--- src/rtl/mips_pkg.sv ---
// mips_pkg: opcode/funct encodings, ALU function codes and controller states
// shared by the multicycle MIPS control path.
package mips_pkg;

    typedef enum logic [2:0] {
        AND = 3'b000,
        OR  = 3'b001,
        ADD = 3'b010,
        SLL = 3'b011,
        SUB = 3'b110,
        SLT = 3'b111
    } alu_f_t;

    localparam logic [5:0] OP_RTYPE = 6'b000000;
    localparam logic [5:0] OP_LW    = 6'b100011;
    localparam logic [5:0] OP_SW    = 6'b101011;
    localparam logic [5:0] OP_BEQ   = 6'b000100;
    localparam logic [5:0] OP_ADDI  = 6'b001000;
    localparam logic [5:0] OP_J     = 6'b000010;

    localparam logic [5:0] FN_ADD = 6'b100000;
    localparam logic [5:0] FN_SUB = 6'b100010;
    localparam logic [5:0] FN_AND = 6'b100100;
    localparam logic [5:0] FN_OR  = 6'b100101;
    localparam logic [5:0] FN_SLT = 6'b101010;
    localparam logic [5:0] FN_SLL = 6'b000000;

    typedef enum logic [3:0] {
        FETCH, DECODE, MEMADR, MEMRD, MEMWB, MEMWR,
        EXEC, ALUWB, BRANCH, ADDIEX, ADDIWB, JUMP
    } state_t;

endpackage

--- src/rtl/alu_decoder.sv ---
// alu_decoder: maps an R-type funct field to the ALU function code and flags
// funct values the datapath does not support.
module alu_decoder
    import mips_pkg::*;
(
    input  logic [5:0] funct_i,
    output logic [2:0] alu_f_o,
    output logic       valid_o
);

    always_comb begin
        valid_o = 1'b1;
        case (funct_i)
            FN_ADD:  alu_f_o = ADD;
            FN_SUB:  alu_f_o = SUB;
            FN_AND:  alu_f_o = AND;
            FN_OR:   alu_f_o = OR;
            FN_SLT:  alu_f_o = SLT;
            FN_SLL:  alu_f_o = SLL;
            default: begin
                alu_f_o = ADD;
                valid_o = 1'b0;
            end
        endcase
    end

endmodule

--- src/rtl/mips_multicycle_ctrl.sv ---
// mips_multicycle_ctrl: Moore control FSM sequencing the shared multicycle
// MIPS datapath through fetch/decode/execute/memory/writeback.
module mips_multicycle_ctrl
    import mips_pkg::*;
(
    input  logic       clk_i,
    input  logic       rst_n_i,
    input  logic [5:0] op_i,
    input  logic [5:0] funct_i,
    input  logic       zero_i,
    output logic       pc_en_o,
    output logic       ir_write_o,
    output logic       mem_write_o,
    output logic       reg_write_o,
    output logic       iord_o,
    output logic       reg_dst_o,
    output logic       mem_to_reg_o,
    output logic       alu_src_a_o,
    output logic [1:0] alu_src_b_o,
    output logic [1:0] pc_src_o,
    output logic [2:0] alu_f_o,
    output logic       illegal_o
);

    state_t     state_q, state_d;
    logic [2:0] fn_alu_f;
    logic       fn_valid, op_valid, pc_write, branch;

    alu_decoder u_alu_decoder (
        .funct_i (funct_i),
        .alu_f_o (fn_alu_f),
        .valid_o (fn_valid)
    );

    assign op_valid = op_i inside {OP_RTYPE, OP_LW, OP_SW, OP_BEQ, OP_ADDI, OP_J};

    always_ff @(posedge clk_i) begin
        state_q <= rst_n_i ? state_d : FETCH;
    end

    always_comb begin
        state_d = FETCH;
        case (state_q)
            FETCH:  state_d = DECODE;
            DECODE: begin
                case (op_i)
                    OP_LW, OP_SW: state_d = MEMADR;
                    OP_RTYPE:     state_d = EXEC;
                    OP_BEQ:       state_d = BRANCH;
                    OP_ADDI:      state_d = ADDIEX;
                    OP_J:         state_d = JUMP;
                    default:      state_d = FETCH;
                endcase
            end
            MEMADR: state_d = op_i == OP_LW ? MEMRD : MEMWR;
            MEMRD:  state_d = MEMWB;
            EXEC:   state_d = ALUWB;
            ADDIEX: state_d = ADDIWB;
            default: state_d = FETCH;
        endcase
    end

    // Everything is held inactive while reset is asserted, whatever the state.
    always_comb begin
        pc_write     = 1'b0;
        branch       = 1'b0;
        ir_write_o   = 1'b0;
        mem_write_o  = 1'b0;
        reg_write_o  = 1'b0;
        iord_o       = 1'b0;
        reg_dst_o    = 1'b0;
        mem_to_reg_o = 1'b0;
        alu_src_a_o  = 1'b0;
        alu_src_b_o  = 2'b00;
        pc_src_o     = 2'b00;
        alu_f_o      = ADD;
        illegal_o    = 1'b0;
        if (rst_n_i) begin
            case (state_q)
                FETCH: begin
                    ir_write_o  = 1'b1;
                    alu_src_b_o = 2'b01;
                    pc_write    = 1'b1;
                end
                DECODE: begin
                    alu_src_b_o = 2'b11;
                    illegal_o   = !op_valid || (op_i == OP_RTYPE && !fn_valid);
                end
                MEMADR, ADDIEX: begin
                    alu_src_a_o = 1'b1;
                    alu_src_b_o = 2'b10;
                end
                MEMRD: iord_o = 1'b1;
                MEMWB: begin
                    mem_to_reg_o = 1'b1;
                    reg_write_o  = 1'b1;
                end
                MEMWR: begin
                    iord_o      = 1'b1;
                    mem_write_o = 1'b1;
                end
                EXEC: begin
                    alu_src_a_o = 1'b1;
                    alu_f_o     = fn_alu_f;
                end
                ALUWB: begin
                    reg_dst_o   = 1'b1;
                    reg_write_o = fn_valid;
                end
                BRANCH: begin
                    alu_src_a_o = 1'b1;
                    alu_f_o     = SUB;
                    branch      = 1'b1;
                    pc_src_o    = 2'b01;
                end
                ADDIWB: reg_write_o = 1'b1;
                JUMP: begin
                    pc_src_o = 2'b10;
                    pc_write = 1'b1;
                end
                default: ;
            endcase
        end
        pc_en_o = pc_write | (branch & zero_i);
    end

endmodule
--- config.mk ---
export PLATFORM = sky130hd
export DESIGN_NAME = mips_multicycle_ctrl
export DESIGN_NICKNAME = d
export VERILOG_FILES = /design/src/rtl/mips_pkg.sv /design/src/rtl/alu_decoder.sv /design/src/rtl/mips_multicycle_ctrl.sv
export SDC_FILE = /design/constraint.sdc
export NUM_CORES = 1
export LEC_CHECK = 0
export ABC_AREA = 1
export CORE_MARGIN = 4
export CORE_UTILIZATION = 40
export CTS_BUF_LIST = sky130_fd_sc_hd__clkbuf_8
export DETAILED_ROUTE_END_ITERATION = 8
export PLACE_DENSITY = 0.8
export REMOVE_ABC_BUFFERS = 1
export SLEW_MARGIN = 20
export SYNTH_ARGS = -nofsm -noshare
export SYNTH_HDL_FRONTEND = slang
export SYNTH_SLANG_ARGS = --single-unit
--- constraint.sdc ---
create_clock -name clk_i -period 1.4 [get_ports clk_i]
set_input_delay 0.14 -clock clk_i [delete_from_list [all_inputs] [get_ports clk_i]]
set_output_delay 0.14 -clock clk_i [all_outputs]
set_load 0.005 [all_outputs]
==> impl_metrics.yaml, run 1 <==
run_status:
  stop_stage: "global routing"
  status: "did not finish"
  first-error: "[ERROR DPL-0038] Utilization greater than 100%, impossible to legalize"
clock_tree:
  cts_made_buffers: 3
  cts.path.max_buffers: 2
  cts_num_sinks: 4
  htree_levels: 1
  cts_hold_buffers: 0
  cts-root-buf: "clkbuf_8"
placement:
  port_buffers: 30
  gp_congestion: 0.918
  placed_cell_area_mm2: 0.00114
  place_hpwl_um: 1860
synth:
  avgSynthCellArea_um2: 4.98
  syn_inst: 122
  synth_compound_area_share_pct: 17.3
  synthSimpleGateAreaFrac_pct: 55.3
  yosys.area.top_type: "nand2_1"
  synth_top_family_by_area: "simple AND/OR/NAND/NOR gates"
  synth_xor_area_share_pct: 0
  ys_types: 20
  yosysTopAreaCellShare_pct: 17.9
  ys_ff_latch: 4
  yosys_warnings: 0
  synthMuxAreaShare_pct: 0
  seq_area_frac_synth_pct: 13.2
  synthAdderAreaFrac_pct: 0
  netlist_top_cells_area: "nand2_1 (18%), nor2_1 (15%), dfxtp_1 (13%), inv_1 (9.9%), nand3_1 (9.1%)"
  syn_area_um2: 608
floorplanning:
  fp.dieH_um: 47.0
  die_w_um: 47.0
  initial_core_util_pct: 44.5
  io_pins: 31
  fp-row-count: 13
timing:
  endpoint_type: "top-level output"
  crit_endpoint: "reg_write_o"
grt:
  grt_max_degree: 9
-- what timing repair did --
action,CTS
pin swaps,13
endpoints found under the hold margin,0
setup buffers,7
resized for setup,91
endpoints found under the setup margin,16
-- metrics by stage --
stage	worst slack, ns	instances	setup TNS, ns
3_3_place_gp	-0.502	195	-5.14
2_1_floorplan	0.316	121	0
4_1_cts	-0.245	205	-0.696
3_5_place_dp	-0.555	195	-5.65
-- logic make-up after synthesis --
| group | count (synthesis) |
|---|---|
| compound gates | 19 |
| buf+inv | 23 |
| flops | 4 |
| simple gates | 76 |
-- synthesized netlist by cell type --
master and number:
a21oi_1 10, a22oi_1 1, a31o_1 1, inv_1 16
inv_2 6, o21ai_0 4, nand3_1 11, dfxtp_1 4
nand3b_1 1, nor3_2 2, nor4_1 1, nor3_1 1
nand4_1 2, o21ai_1 1, nor2_1 24, o21bai_1 1
clkbuf_1 1, a31oi_1 1, nor2_2 5, nand2_1 29
==> run 2, diff against run 1 <==
--- a/config.mk
+++ b/config.mk
@@ -6,11 +6,10 @@
 export NUM_CORES = 1
 export LEC_CHECK = 0
 export ABC_AREA = 1
-export CORE_MARGIN = 4
-export CORE_UTILIZATION = 40
-export CTS_BUF_LIST = sky130_fd_sc_hd__clkbuf_8
+export CORE_AREA = 4 4 65 67
 export DETAILED_ROUTE_END_ITERATION = 8
-export PLACE_DENSITY = 0.8
+export DIE_AREA = 0 0 69 71
+export PLACE_DENSITY_LB_ADDON = 0.15
 export REMOVE_ABC_BUFFERS = 1
 export SLEW_MARGIN = 20
 export SYNTH_ARGS = -nofsm -noshare
==> run 2 against run 1 <==
The flow now finishes, with violations (negative setup slack). Area after synthesis unchanged. Synthesized cell count is the same.
==> impl_metrics.yaml, run 2 <==
run_status:
  status: "finished, violations left"
  violations: "negative setup slack"
layout:
  top_regs: "state_q x4"
  post-route-util_pct: 40.2
  regMostFlops: "state_q"
  fillerInstances: 406
  syn_to_final_growth_pct: 140
  drive_gt1_share_pct: 54.0
  largest_reg_flops: 4
  multi_input_area_um2: 607
  final_cell_mix: "buf_4 (39), nand2_1 (20), inv_1 (15)"
  instances_no_fill: 246
  final_common_cell: "buf_4"
  regArea_um2: 92.6
  final_nets: 215
  antennaDiodeCount: 0
worst_setup_path:
  path_class: "flip-flop to output pin"
  slowest_stage: "dfxtp_4"
  cp_top_family: "simple AND/OR/NAND/NOR gates"
  startpoint_type: "flip-flop"
  arrival_ns: 1.27
  cp_cell_sequence: "nor2_4 -> nand2_2 -> nor2_4 -> buf_6 -> a31o_1 -> buf_2"
  endpoint_kind: "output pin"
  slowest_delay_ns: 0.36
  worstPathMaxFanout: 4
  crit_top_cell: "nor2_4"
  crit_required_ns: 1.26
  reg2reg_setup_slack_ns: 0.09
  path_buf_inv: 2
floorplanning:
  initial_core_util_pct: 16.7
  fp.dieH_um: 71
  fp-row-count: 22
  die_w_um: 69
  dieArea_mm2: 0.00490
  io_pins: 31
  core_area_mm2: 0.00363
synth:
  yosys.area.top_type: "nand2_1"
  netlist_top_cells_area: "nand2_1 (18%), nor2_1 (15%), dfxtp_1 (13%), inv_1 (9.9%), nand3_1 (9.1%)"
  ys_async_sr_fraction_pct: 0
  ys_types: 20
  syn_inst: 122
  ys.flop_type: "dfxtp_1"
  avgSynthCellArea_um2: 4.98
  seq_area_frac_synth_pct: 13.2
  syn_area_um2: 608
  synth_edf_count: 0
  synthTopCellsByCount: "nand2_1 (29), nor2_1 (24), inv_1 (16)"
  yosysTopAreaCellShare_pct: 17.9
  ys_ff_latch: 4
  yosysMostFrequentCell: "nand2_1"
  yosys_warnings: 0
clock_tree:
  cts-root-buf: "clkbuf_8"
  clk_pin_slew_ns: 0.03
  cts_made_buffers: 3
  tritoncts: "yes"
  cts_hold_buffers: 0
  cts_num_sinks: 4
  cts.path.max_buffers: 2
  clock_latency_ns: 0.21
  htree_levels: 1
routing:
  wire_per_inst_um: 10.2
  routed_wl_um: 2520
  vias_per_cell: 4.15
  detail-route-antenna-nets: 0
  drt_iter0_drc: 25
  vias: 1021
  drtPass1Iterations: 5
  drc: 0
pwr:
  power_frac_comb_pct: 37.5
  p_sw_mw: 0.167
  leakagePower_nw: 0.772
  swShare_pct: 29.3
  internal_power_mw: 0.403
  power.density_mw_per_mm2: 390
  clkPwrFrac_pct: 41.1
  power.share.sequential_pct: 21.5
  ir_worst_vdd_mv: 0.403
grt:
  grt_first_pass_wirelength_um: 4390
  grt_pass1_vias: 1097
  grt_use_met3_pct: 1.14
  use_met2_pct: 21.1
  grt_max_degree: 8
  grtUsageMet1_pct: 11.0
  busiest_layer: "met2"
  overflow: 0
  grt_usage_pct: 10.3
  antenna_found_initial: 0
timing:
  fin_ws_ns: -0.0148
  rsz0062_at_grt: "true"
  hold_ws_ns: 0.437
  drv_slew: 0
  min_period_ns: 1.41
  finClkSkew_ns: 0.00319
  tightest_slew_ns: 0.207
  finalHoldViolCount: 0
  fin_crit_sh_pct: 101
  fmax_mhz: 707
  setup_viol: 2
  slew_headroom_pct: 86.1
placement:
  place_hpwl_um: 1940
  gp_congestion: 0.772
  dp_cells: 233
  port_buffers: 30
min_path:
  hold_class: "input pin to flip-flop"
job:
  cap_violations: 0
## run 2: cell counts after synthesis
No cell type changed its count.
## run 2: power groups by stage
stage / Combinational [mW] / Sequential, mW / Clock [mW]
after global placement: 0.196 / 0.124 / 0
after global routing: 0.237 / 0.123 / 0.245
after detailed placement: 0.197 / 0.124 / 0
after floorplan: 0.0699 / 0.125 / 0
final: 0.213 / 0.122 / 0.234
after CTS: 0.208 / 0.122 / 0.241
## run 2: worst register-to-register path: stages, from the launching register on
cell     delay, ns
dfxtp_4       0.36
nor2_4        0.17
nand2_2       0.10
buf_4         0.14
buf_4         0.12
buf_4         0.13
nand2_1       0.05
a21oi_1       0.04
a21oi_1       0.13
## run 2: final timing paths
path / start / end / depth (start not counted)
worst max register to register: state_q[3]$_SDFF_PN0_ / state_q[1]$_SDFF_PN0_ / 8
worst max-delay path: state_q[3]$_SDFF_PN0_ / alu_f_o[2] / 6
worst min-delay path: rst_n_i / state_q[2]$_SDFF_PN0_ / 4
worst min register to register: state_q[0]$_SDFF_PN0_ / state_q[0]$_SDFF_PN0_ / 4
## run 2: final cells by class
type,instances,share of cell area [%]
Clock buffer,3,2.83
Multi-Input combinational cell,95,41.6
Tap cell,48,4.12
Timing Repair Buffer,74,38.6
Sequential cell,4,6.35
Inverter,22,6.52
## run 2: per-stage QoR
step	setup TNS (ns)	total power, mW	setup slack (ns)	instance area (µm²)
after floorplan	0	0.195	0.316	604
after global placement	-5.82	0.320	-0.545	1220
after detailed placement	-6.04	0.321	-0.550	1220
after CTS	-0.0780	0.572	-0.0385	1410
after global routing	-0.338	0.605	-0.100	1460
final	-0.0163	0.569	-0.0148	1460
## run 2: cells by family after synthesis
family | Yosys count | synth area share [%]
and+or+nand+nor | 76 | 55.3
AOI/OAI and AO/OA | 19 | 17.3
buffers and inverters | 23 | 14.2
DFF | 4 | 13.2
## run 2: per-layer routing
| layer | vias up | part of all wire (%) |
|---|---|---|
| met5 | - | 0 |
| met4 | 0 | 0 |
| met3 | 0 | 2.7 |
| met2 | 18 | 56 |
| met1 | 458 | 41 |
| li1 | 545 | - |
## run 2: timing repair
action	4_1_cts	5_1_grt
pin swaps	22	16
setup buffers	7	3
gates resized for setup	117	15
hold endpoints to repair	0	0
setup endpoints to repair	16	14
(Power assumes the default switching activity.)
==> run 3, diff against run 2 <==
==> constraint.sdc (replaced) <==
create_clock -name clk_i -period 1.2 [get_ports clk_i]
set_input_delay 0.12 -clock clk_i [delete_from_list [all_inputs] [get_ports clk_i]]
set_output_delay 0.12 -clock clk_i [all_outputs]
set_load 0.005 [all_outputs]
==> run 3 against run 2 <==
The flow still finishes with violations (negative setup slack). Clock skew shrank 0.0019 ns. Combinational power grew 34%. Sequential share of layout area shrank 0.61 points. First-iteration DRC count shrank 16%. Final cell count grew 2.0%. Clock-buffer cell count is the same. Global-route usage grew 1.5 points. Clock power grew 23%. Sequential power grew 18%. Critical path type unchanged.
==> impl_metrics.yaml, run 3 (synthesized netlist as in run 2, its figures left out) <==
worst_setup_path:
  worstPathMaxFanout: 4
  startpoint_type: "flip-flop"
  r2r_start: "state_q[2]$_SDFF_PN0_"
  crit_required_ns: 1.08
  reg2reg_setup_slack_ns: 0.01
  r2r-end: "state_q[1]$_SDFF_PN0_"
  arrival_ns: 1.30
  endpoint_kind: "output pin"
  worst-r2r-cell-count: 8
  path_class: "flip-flop to output pin"
floorplanning:
  initial_core_util_pct: 16.7
  core_area_mm2: 0.00363
  fp.dieH_um: 71
  io_pins: 31
  die_w_um: 69
  fp-row-count: 22
  dieArea_mm2: 0.00490
pwr:
  ir_worst_vdd_mv: 0.225
  leakagePower_nw: 0.846
  power.density_mw_per_mm2: 443
layout:
  final_cell_mix: "buf_4 (32), buf_6 (19), nand2_1 (17)"
  final_common_cell: "buf_4"
  final_nets: 220
  regMostFlops: "state_q"
  drive_gt1_share_pct: 61.1
  post-route-util_pct: 44.4
  fillerInstances: 388
  antennaDiodeCount: 0
  syn_to_final_growth_pct: 165
  top_regs: "state_q x4"
  largest_reg_flops: 4
routing:
  detail-route-antenna-nets: 0
  drtPass1Iterations: 4
  wire_per_inst_um: 11.0
  drt_iter0_drc: 21
  drc: 0
  routed_wl_um: 2770
  vias: 1083
  vias_per_cell: 4.31
grt:
  grt_use_met3_pct: 1.28
  antenna_found_initial: 0
  busiest_layer: "met2"
  grt_max_degree: 8
  grt_pass1_vias: 1142
  use_met2_pct: 22.2
  overflow: 0
  grt_usage_pct: 11.8
  grtUsageMet1_pct: 13.2
  grt_first_pass_wirelength_um: 4900
min_path:
  holdCritStartpoint: "rst_n_i"
  hold_class: "input pin to flip-flop"
  min_to: "state_q[2]$_SDFF_PN0_"
  hold_depth: 4
clock_tree:
  cts_made_buffers: 3
  tritoncts: "yes"
  htree_levels: 1
  cts-root-buf: "clkbuf_8"
  cts_hold_buffers: 0
  cts_num_sinks: 4
  clk_pin_slew_ns: 0.03
  clock_latency_ns: 0.22
  cts.path.max_buffers: 2
placement:
  port_buffers: 30
  place_hpwl_um: 1970
  gp_congestion: 0.774
run_status:
  status: "finished, violations left"
  violations: "negative setup slack"
timing:
  slew_headroom_pct: 87.3
  finClkSkew_ns: 0.00132
  setup_viol: 16
  drv_slew: 0
  tightest_slew_ns: 0.190
  hold_ws_ns: 0.414
  fin_crit_sh_pct: 118
  fin_ws_ns: -0.217
  fmax_mhz: 706
  min_period_ns: 1.42
  rsz0062_at_grt: "true"
  finalHoldViolCount: 0
job:
  cap_violations: 0
## run 3: final cells by class
| type | instances | area, µm² | area share (%) |
|---|---|---|---|
| Clock buffer | 3 | 41.3 | 2.56 |
| Sequential cell | 4 | 92.6 | 5.74 |
| Multi-Input combinational cell | 95 | 663 | 41.1 |
| Inverter | 22 | 95.1 | 5.89 |
| Timing Repair Buffer | 79 | 662 | 41.0 |
| Tap cell | 48 | 60.1 | 3.72 |
## run 3: repair_timing
item                       4_1_cts  5_1_grt
pin swaps                       22       24
resized for setup              134       36
setup buffers                   17        7
hold endpoints to repair         0        0
setup endpoints to repair       18       20
## run 3: worst max-delay path: stages, from the launching register on
cell	delay [ns]
dfxtp_2	0.33
inv_2	0.05
nor2_4	0.16
nand2_2	0.10
nor2_4	0.11
buf_4	0.10
a31o_1	0.11
buf_2	0.10
## run 3: metal layers
metal  vias to the layer above  wire, µm
met3                         5        75
li1                        556         -
met5                         -         0
met4                         0        52
met2                        21      1590
met1                       501      1060
## run 3: metrics by stage
step / total power [mW] / setup TNS (ns) / std cells / cell area, µm² / setup slack, ns
detailed placement: 0.374 / -9.17 / 233 / 1220 / -0.720
finish: 0.716 / -2.38 / 251 / 1610 / -0.217
floorplan: 0.228 / 0 / 121 / 604 / 0.136
global placement: 0.373 / -9.10 / 233 / 1220 / -0.709
CTS: 0.696 / -2.21 / 247 / 1480 / -0.241
global route: 0.765 / -3.89 / 251 / 1610 / -0.311
## run 3: how the worst max path moves through the flow
stage,slack [ns],start,cells after the start,endpoint
final,-0.22,state_q[2]$_SDFF_PN0_,7,alu_f_o[2]
after global routing,-0.31,state_q[2]$_SDFF_PN0_,7,alu_f_o[2]
after CTS,-0.24,state_q[2]$_SDFF_PN0_,7,illegal_o
after detailed placement,-0.72,op_i[5],7,illegal_o
after global placement,-0.71,op_i[5],7,illegal_o
after floorplan,0.14,state_q[2]$_SDFF_PN0_,5,alu_f_o[2]
## run 3: power by group
group	total, mW	switching, mW	internal (mW)
Combinational	0.285	0.144	0.141
Clock	0.287	0.0725	0.214
Sequential	0.144	0.00918	0.135
Total	0.716	0.226	0.490
